File: src/rtl/iob_ram_mport_arb_pkg.sv
// Shared parameters and response-pipeline types for the multi-port RAM arbiter.
// Build macro IOB_RAM_MPORT_ARB_RD_REG_EN selects registered read data (2-cycle latency).
package iob_ram_mport_arb_pkg;

`ifdef IOB_RAM_MPORT_ARB_RD_REG_EN
  localparam int unsigned RD_LAT = 2;
`else
  localparam int unsigned RD_LAT = 1;
`endif

  // Port-id field sized for the largest supported configuration (8 ports).
  localparam int unsigned RSP_ID_W = 3;

  typedef struct packed {
    logic [RSP_ID_W-1:0] id;
    logic                is_read;
  } rsp_entry_t;

  function automatic int unsigned id_width(input int unsigned n);
    return (n > 1) ? $clog2(n) : 1;
  endfunction

endpackage

File: src/rtl/iob_ram_mport_arb_rr_arbiter.sv
// Parametrised round-robin arbiter: registered last-winner pointer, one-hot and
// encoded combinational grant; the search starts one past the last winner.
module iob_rr_arbiter #(
  parameter int unsigned N    = 2,
  parameter int unsigned ID_W = 1
) (
  input  logic            clk_i,
  input  logic            arst_n_i,
  input  logic            en_i,
  input  logic [N-1:0]    req_i,
  output logic [N-1:0]    gnt_c_o,
  output logic [ID_W-1:0] gnt_id_c_o,
  output logic            gnt_vld_c_o
);

  logic [ID_W-1:0] last_q;
  logic [ID_W-1:0] last_d;

  // Rotating priority search; first requester after last_q wins.
  always_comb begin
    int unsigned     idx;
    logic [ID_W-1:0] cand;
    logic            found;
    gnt_c_o     = '0;
    gnt_id_c_o  = '0;
    gnt_vld_c_o = 1'b0;
    last_d      = last_q;
    idx         = 0;
    cand        = '0;
    found       = 1'b0;
    for (int unsigned i = 1; i <= N; i++) begin
      idx = 32'(last_q) + i;
      if (idx >= N) begin
        idx = idx - N;
      end
      cand = ID_W'(idx);
      if (en_i && !found && req_i[cand]) begin
        found         = 1'b1;
        gnt_c_o[cand] = 1'b1;
        gnt_id_c_o    = cand;
      end
    end
    gnt_vld_c_o = found;
    if (found) begin
      last_d = gnt_id_c_o;
    end
  end

  // Pointer resets to the last port so port 0 has first priority.
  always_ff @(posedge clk_i or negedge arst_n_i) begin
    if (!arst_n_i) begin
      last_q <= ID_W'(N - 1);
    end else begin
      last_q <= last_d;
    end
  end

endmodule

File: src/rtl/iob_ram_mport_arb.sv
// Multi-port round-robin front end for a single-port byte-enabled SRAM.
// Build macro IOB_RAM_MPORT_ARB_RD_REG_EN adds a read-data register (latency 2).
module iob_ram_mport_arb
  import iob_ram_mport_arb_pkg::*;
#(
  parameter int unsigned N_PORTS = 2,
  parameter int unsigned ADDR_W  = 14,
  parameter int unsigned DATA_W  = 32
) (
  input  logic                          clk_i,
  input  logic                          cke_i,
  input  logic                          arst_n_i,
  input  logic [N_PORTS-1:0]            valid_i,
  input  logic [N_PORTS*ADDR_W-1:0]     addr_i,
  input  logic [N_PORTS*DATA_W-1:0]     wdata_i,
  input  logic [N_PORTS*DATA_W/8-1:0]   wstrb_i,
  output logic [N_PORTS-1:0]            ready_o,
  output logic [N_PORTS-1:0]            rvalid_o,
  output logic [N_PORTS*DATA_W-1:0]     rdata_o,
  output logic                          mem_en_o,
  output logic [ADDR_W-1:0]             mem_addr_o,
  output logic [DATA_W/8-1:0]           mem_we_o,
  output logic [DATA_W-1:0]             mem_d_o,
  input  logic [DATA_W-1:0]             mem_d_i
);

  localparam int unsigned STRB_W   = DATA_W / 8;
  localparam int unsigned ARB_ID_W = id_width(N_PORTS);

  logic [N_PORTS-1:0]  gnt_c;
  logic [ARB_ID_W-1:0] gnt_id_c;
  logic                gnt_vld_c;
  logic                sel_rd_c;
  logic [DATA_W-1:0]   rd_bus_c;

  rsp_entry_t pipe_q [RD_LAT];
  rsp_entry_t pipe_d [RD_LAT];

  iob_rr_arbiter #(
    .N    (N_PORTS),
    .ID_W (ARB_ID_W)
  ) u_arb (
    .clk_i       (clk_i),
    .arst_n_i    (arst_n_i),
    .en_i        (cke_i),
    .req_i       (valid_i),
    .gnt_c_o     (gnt_c),
    .gnt_id_c_o  (gnt_id_c),
    .gnt_vld_c_o (gnt_vld_c)
  );

  assign ready_o  = gnt_c;
  assign mem_en_o = gnt_vld_c;

  // Payload mux: the granted port's slices drive the SRAM, zeros when idle.
  always_comb begin
    mem_addr_o = '0;
    mem_we_o   = '0;
    mem_d_o    = '0;
    sel_rd_c   = 1'b0;
    for (int unsigned p = 0; p < N_PORTS; p++) begin
      if (gnt_c[p]) begin
        mem_addr_o = addr_i[p*ADDR_W +: ADDR_W];
        mem_we_o   = wstrb_i[p*STRB_W +: STRB_W];
        mem_d_o    = wdata_i[p*DATA_W +: DATA_W];
        sel_rd_c   = ~|wstrb_i[p*STRB_W +: STRB_W];
      end
    end
  end

  // Response pipeline advances only on enabled cycles, matching the SRAM hold.
  always_comb begin
    pipe_d = pipe_q;
    if (cke_i) begin
      pipe_d[0] = '{id: RSP_ID_W'(gnt_id_c), is_read: gnt_vld_c && sel_rd_c};
      for (int unsigned i = 1; i < RD_LAT; i++) begin
        pipe_d[i] = pipe_q[i-1];
      end
    end
  end

  always_ff @(posedge clk_i or negedge arst_n_i) begin
    if (!arst_n_i) begin
      for (int unsigned i = 0; i < RD_LAT; i++) begin
        pipe_q[i] <= '0;
      end
    end else begin
      pipe_q <= pipe_d;
    end
  end

  always_comb begin
    rvalid_o = '0;
    for (int unsigned p = 0; p < N_PORTS; p++) begin
      rvalid_o[p] = pipe_q[RD_LAT-1].is_read && (pipe_q[RD_LAT-1].id == RSP_ID_W'(p));
    end
  end

`ifdef IOB_RAM_MPORT_ARB_RD_REG_EN
  logic [DATA_W-1:0] rdata_q;
  logic [DATA_W-1:0] rdata_d;

  always_comb begin
    rdata_d = rdata_q;
    if (cke_i) begin
      rdata_d = mem_d_i;
    end
  end

  always_ff @(posedge clk_i or negedge arst_n_i) begin
    if (!arst_n_i) begin
      rdata_q <= '0;
    end else begin
      rdata_q <= rdata_d;
    end
  end

  assign rd_bus_c = rdata_q;
`else
  assign rd_bus_c = mem_d_i;
`endif

  assign rdata_o = {N_PORTS{rd_bus_c}};

  // Grant invariants.
  a_ready_onehot : assert property (@(posedge clk_i) disable iff (!arst_n_i)
    $onehot0(ready_o));
  a_ready_valid  : assert property (@(posedge clk_i) disable iff (!arst_n_i)
    (ready_o & ~valid_i) == '0);
  a_stall_idle   : assert property (@(posedge clk_i) disable iff (!arst_n_i)
    !cke_i |-> !mem_en_o);

endmodule
File: config.mk
export PLATFORM = sky130hd
export DESIGN_NAME = iob_ram_mport_arb
export DESIGN_NICKNAME = d
export VERILOG_FILES = /design/src/rtl/iob_ram_mport_arb_pkg.sv /design/src/rtl/iob_ram_mport_arb_rr_arbiter.sv /design/src/rtl/iob_ram_mport_arb.sv
export SDC_FILE = /design/constraint.sdc
export NUM_CORES = 1
export LEC_CHECK = 0
export ABC_CLOCK_PERIOD_IN_PS = 4660
export CAP_MARGIN = 10
export CORE_AREA = 3 3 98 100
export DETAILED_ROUTE_END_ITERATION = 10
export DIE_AREA = 0 0 101 103
export PLACE_DENSITY = 0.6
export SYNTH_ARGS = -nofsm -noshare
export SYNTH_HDL_FRONTEND = slang
export SYNTH_SLANG_ARGS = --single-unit
File: constraint.sdc
create_clock -name clk_i -period 4.66 [get_ports clk_i]
set_input_delay 1.398 -clock clk_i [delete_from_list [all_inputs] [get_ports clk_i]]
set_output_delay 1.398 -clock clk_i [all_outputs]
set_load 0.005 [all_outputs]
==> impl_results.md <==
- Num ports: between 200 and 300
- Layout Cells excl Fill: 345
- Total negative slack: 0 ns
- Synthesis-to-layout area growth: 102%
- Critical path fanouts, max: 28
- Row cnt: 34
- Synthesized cell area: approximately 1200 um^2
- Die Height: a little over 100 um
- Clock root cell: clkbuf_8
- Hold Path Class: reg2reg
- Htree depth: 1
- Mux share of post-synthesis cell area: 0%
- 1st-iter DRT viols: 19
- Core footprint: ~8800 um^2
- Wirelength per Cell: 14.2 um
- Post-Syn Area per Cell: ~8.5 um^2
- CTS max path bufs: 2
- Grt total ovfl: 0
- First-pass GRT wire length: about 6600 um
- RSZ-0062 raised after global routing: no
- Hold_ws: 0.524 ns
- Synth Register Bits: 3
- Initial antenna violation count: 0
- Worst-margin pin slew: approximately 0.25 ns
- Die area: 10400 um^2
- Hpwl dp: around 4200 um
- CP endpoint kind: primary output
- Total track usage: under 10%
- Synth warnings: 0
- Gpl congestion: a little under 0.7
- ANT cells: 0
- CTS tree: done
- Largest family of logic cells by synthesized area: buffers and inverters
- Number of global-route vias before repair: about 1400
- Most frequent cells in the layout: clkdlybuf4s50_1, a22o_1, buf_12
- Initial Util: approximately 14%
- Cells after synthesis: ~150
- WP data arrival: around 3.2 ns
- Synth Area in XOR/XNOR: 0%
- Clk_skew: about 0.0053 ns
- Synth Area in Compound Gates: roughly two fifths
- Period utilisation layout: between 90% and 100%
- DR vias: 1393
- Register area share after synthesis: around 6.2%
- CTS Hold Buffers Added: 0
- CP startpoint kind: input port
- # DRC: 0
- Critical path class: in2out
- Post-cts sizing count: 0
- Leak: roughly 0.93 nW
- Post-CTS setup buffer count: 0
- Most common cell after layout, fill and taps aside: clkdlybuf4s50_1
- Simple-gate portion of the synthesized area: around 4.5%
- Routed Antenna Nets: 0
- Yosys cell types: 18
- # nets final: roughly 380
- Largest net degree at the start of global routing: 29
- Pwr/cell area: between 100 and 150 nW/um^2
- Final hold vios: 0
- Maximum clock frequency: approximately 0.22 GHz
- Pre-CTS setup slack: approximately 0.094 ns
- Final WL: about 4900 um
- Placed cells: ~340
- Port Buf Inserts: approximately 160
- Clock-pin slew on the worst setup and hold paths: about 0.03 ns
- Die width: slightly above 100 um
- Min Tclk post-route: between 4 and 5 ns
- Syn nets: 282
- Layout cell share with drive strength beyond 1: between 4 and 5%
- Via density: about 4.0
- Final Util: between 20% and 30%
- Setup ws final: roughly 0.1 ns
- Status: finished, final reports clean
- Synth Area in Adders: 0%
- Max-cap violations: 0
- Peak VDD IR: about 0.14 mV
- Worst-Skew Late Latency: 0.22 ns
- Max-slew headroom: between 80% and 90%
- Final slew viol count: 0
- TritonCTS Sinks: 3
- Setup violators final: 0
- Num CTS Buffers: 3
- Worst endpoint required time: 3.26 ns
- Drt pass-1 iters: 3
-- cells by family after synthesis --
logic type,count (synthesis)
buffers and inverters,77
and+or+nand+nor,10
AOI/OAI and AO/OA,55
DFF,3
-- Yosys cell counts (all sizes together) --
cell   number  area, um^2
nor2b       1        6.26
and2        1        6.26
and4        1        8.76
buf        75         604
dfstp       1        26.3
nor2        2        7.51
a22o       50         438
a21o        1        7.51
a221o       1        10.0
a31oi       1        6.26
nand2       2        7.51
a21oi       2        21.3
dfrtp       2        50.1
nor4        2        12.5
and3        1        6.26
inv         2        7.51
-- routing by layer --
metal | vias up | track usage (%) | part of all wire [%]
met1 | 596 | 7.92 | 33
met5 | - | 0 | 0
met2 | 113 | 14.6 | 49
met4 | 0 | 3.37 | 3.3
li1 | 657 | - | -
met3 | 27 | 2.91 | 15
-- area by class of cell --
cell class / instances / area (um^2)
sequential: 3 / 76.3
fill: 928 / 6290
multi-input combinational: 65 / 539
tap: 108 / 135
inverter: 2 / 7.51
clock buffer: 4 / 45.0
timing repair buffer: 163 / 1670
-- report_power, final --
group | leakage [nW] | internal, mW | total, mW | switching (mW)
Clock | 0.0228 | 0.0586 | 0.0781 | 0.0195
Combinational | 0.873 | 0.172 | 0.240 | 0.0679
Sequential | 0.0370 | 0.0306 | 0.0333 | 0.00269
-- metrics by stage --
stage               total power, mW  cell area, um^2
finish                        0.352             2470
floorplan                     0.151             1230
CTS                           0.357             2470
global route                  0.372             2470
global placement              0.274             2430
detailed placement            0.276             2430
-- sequential cells by signal, indices dropped and copies added, names as in the netlist --
signal        count
pipe_q            2
u_arb.last_q      1
-- path summary, 6_finish.rpt --
check | from | to | slack (ns) | cells after the start
hold / removal | pipe_q[1] | pipe_q[1] | 0.52 | 1
setup reg to reg | u_arb.last_q | pipe_q[1] | 3.35 | 4
max in group asynchronous | arst_n_i | u_arb.last_q | 3.03 | 1
min in group asynchronous | arst_n_i | pipe_q[0] | 1.39 | 1
hold reg to reg | pipe_q[1] | pipe_q[1] | 0.52 | 1
setup / recovery | cke_i | mem_d_o[14] | 0.10 | 6
-- worst max-delay path: stages --
cell and delay (ns):
clkdlybuf4s50_1 0.55, nand2_1 0.12, a21oi_4 0.21, buf_12 0.20, a22o_1 0.17, clkdlybuf4s50_1 0.50
Note: power is estimated with default switching activity, not from simulation.
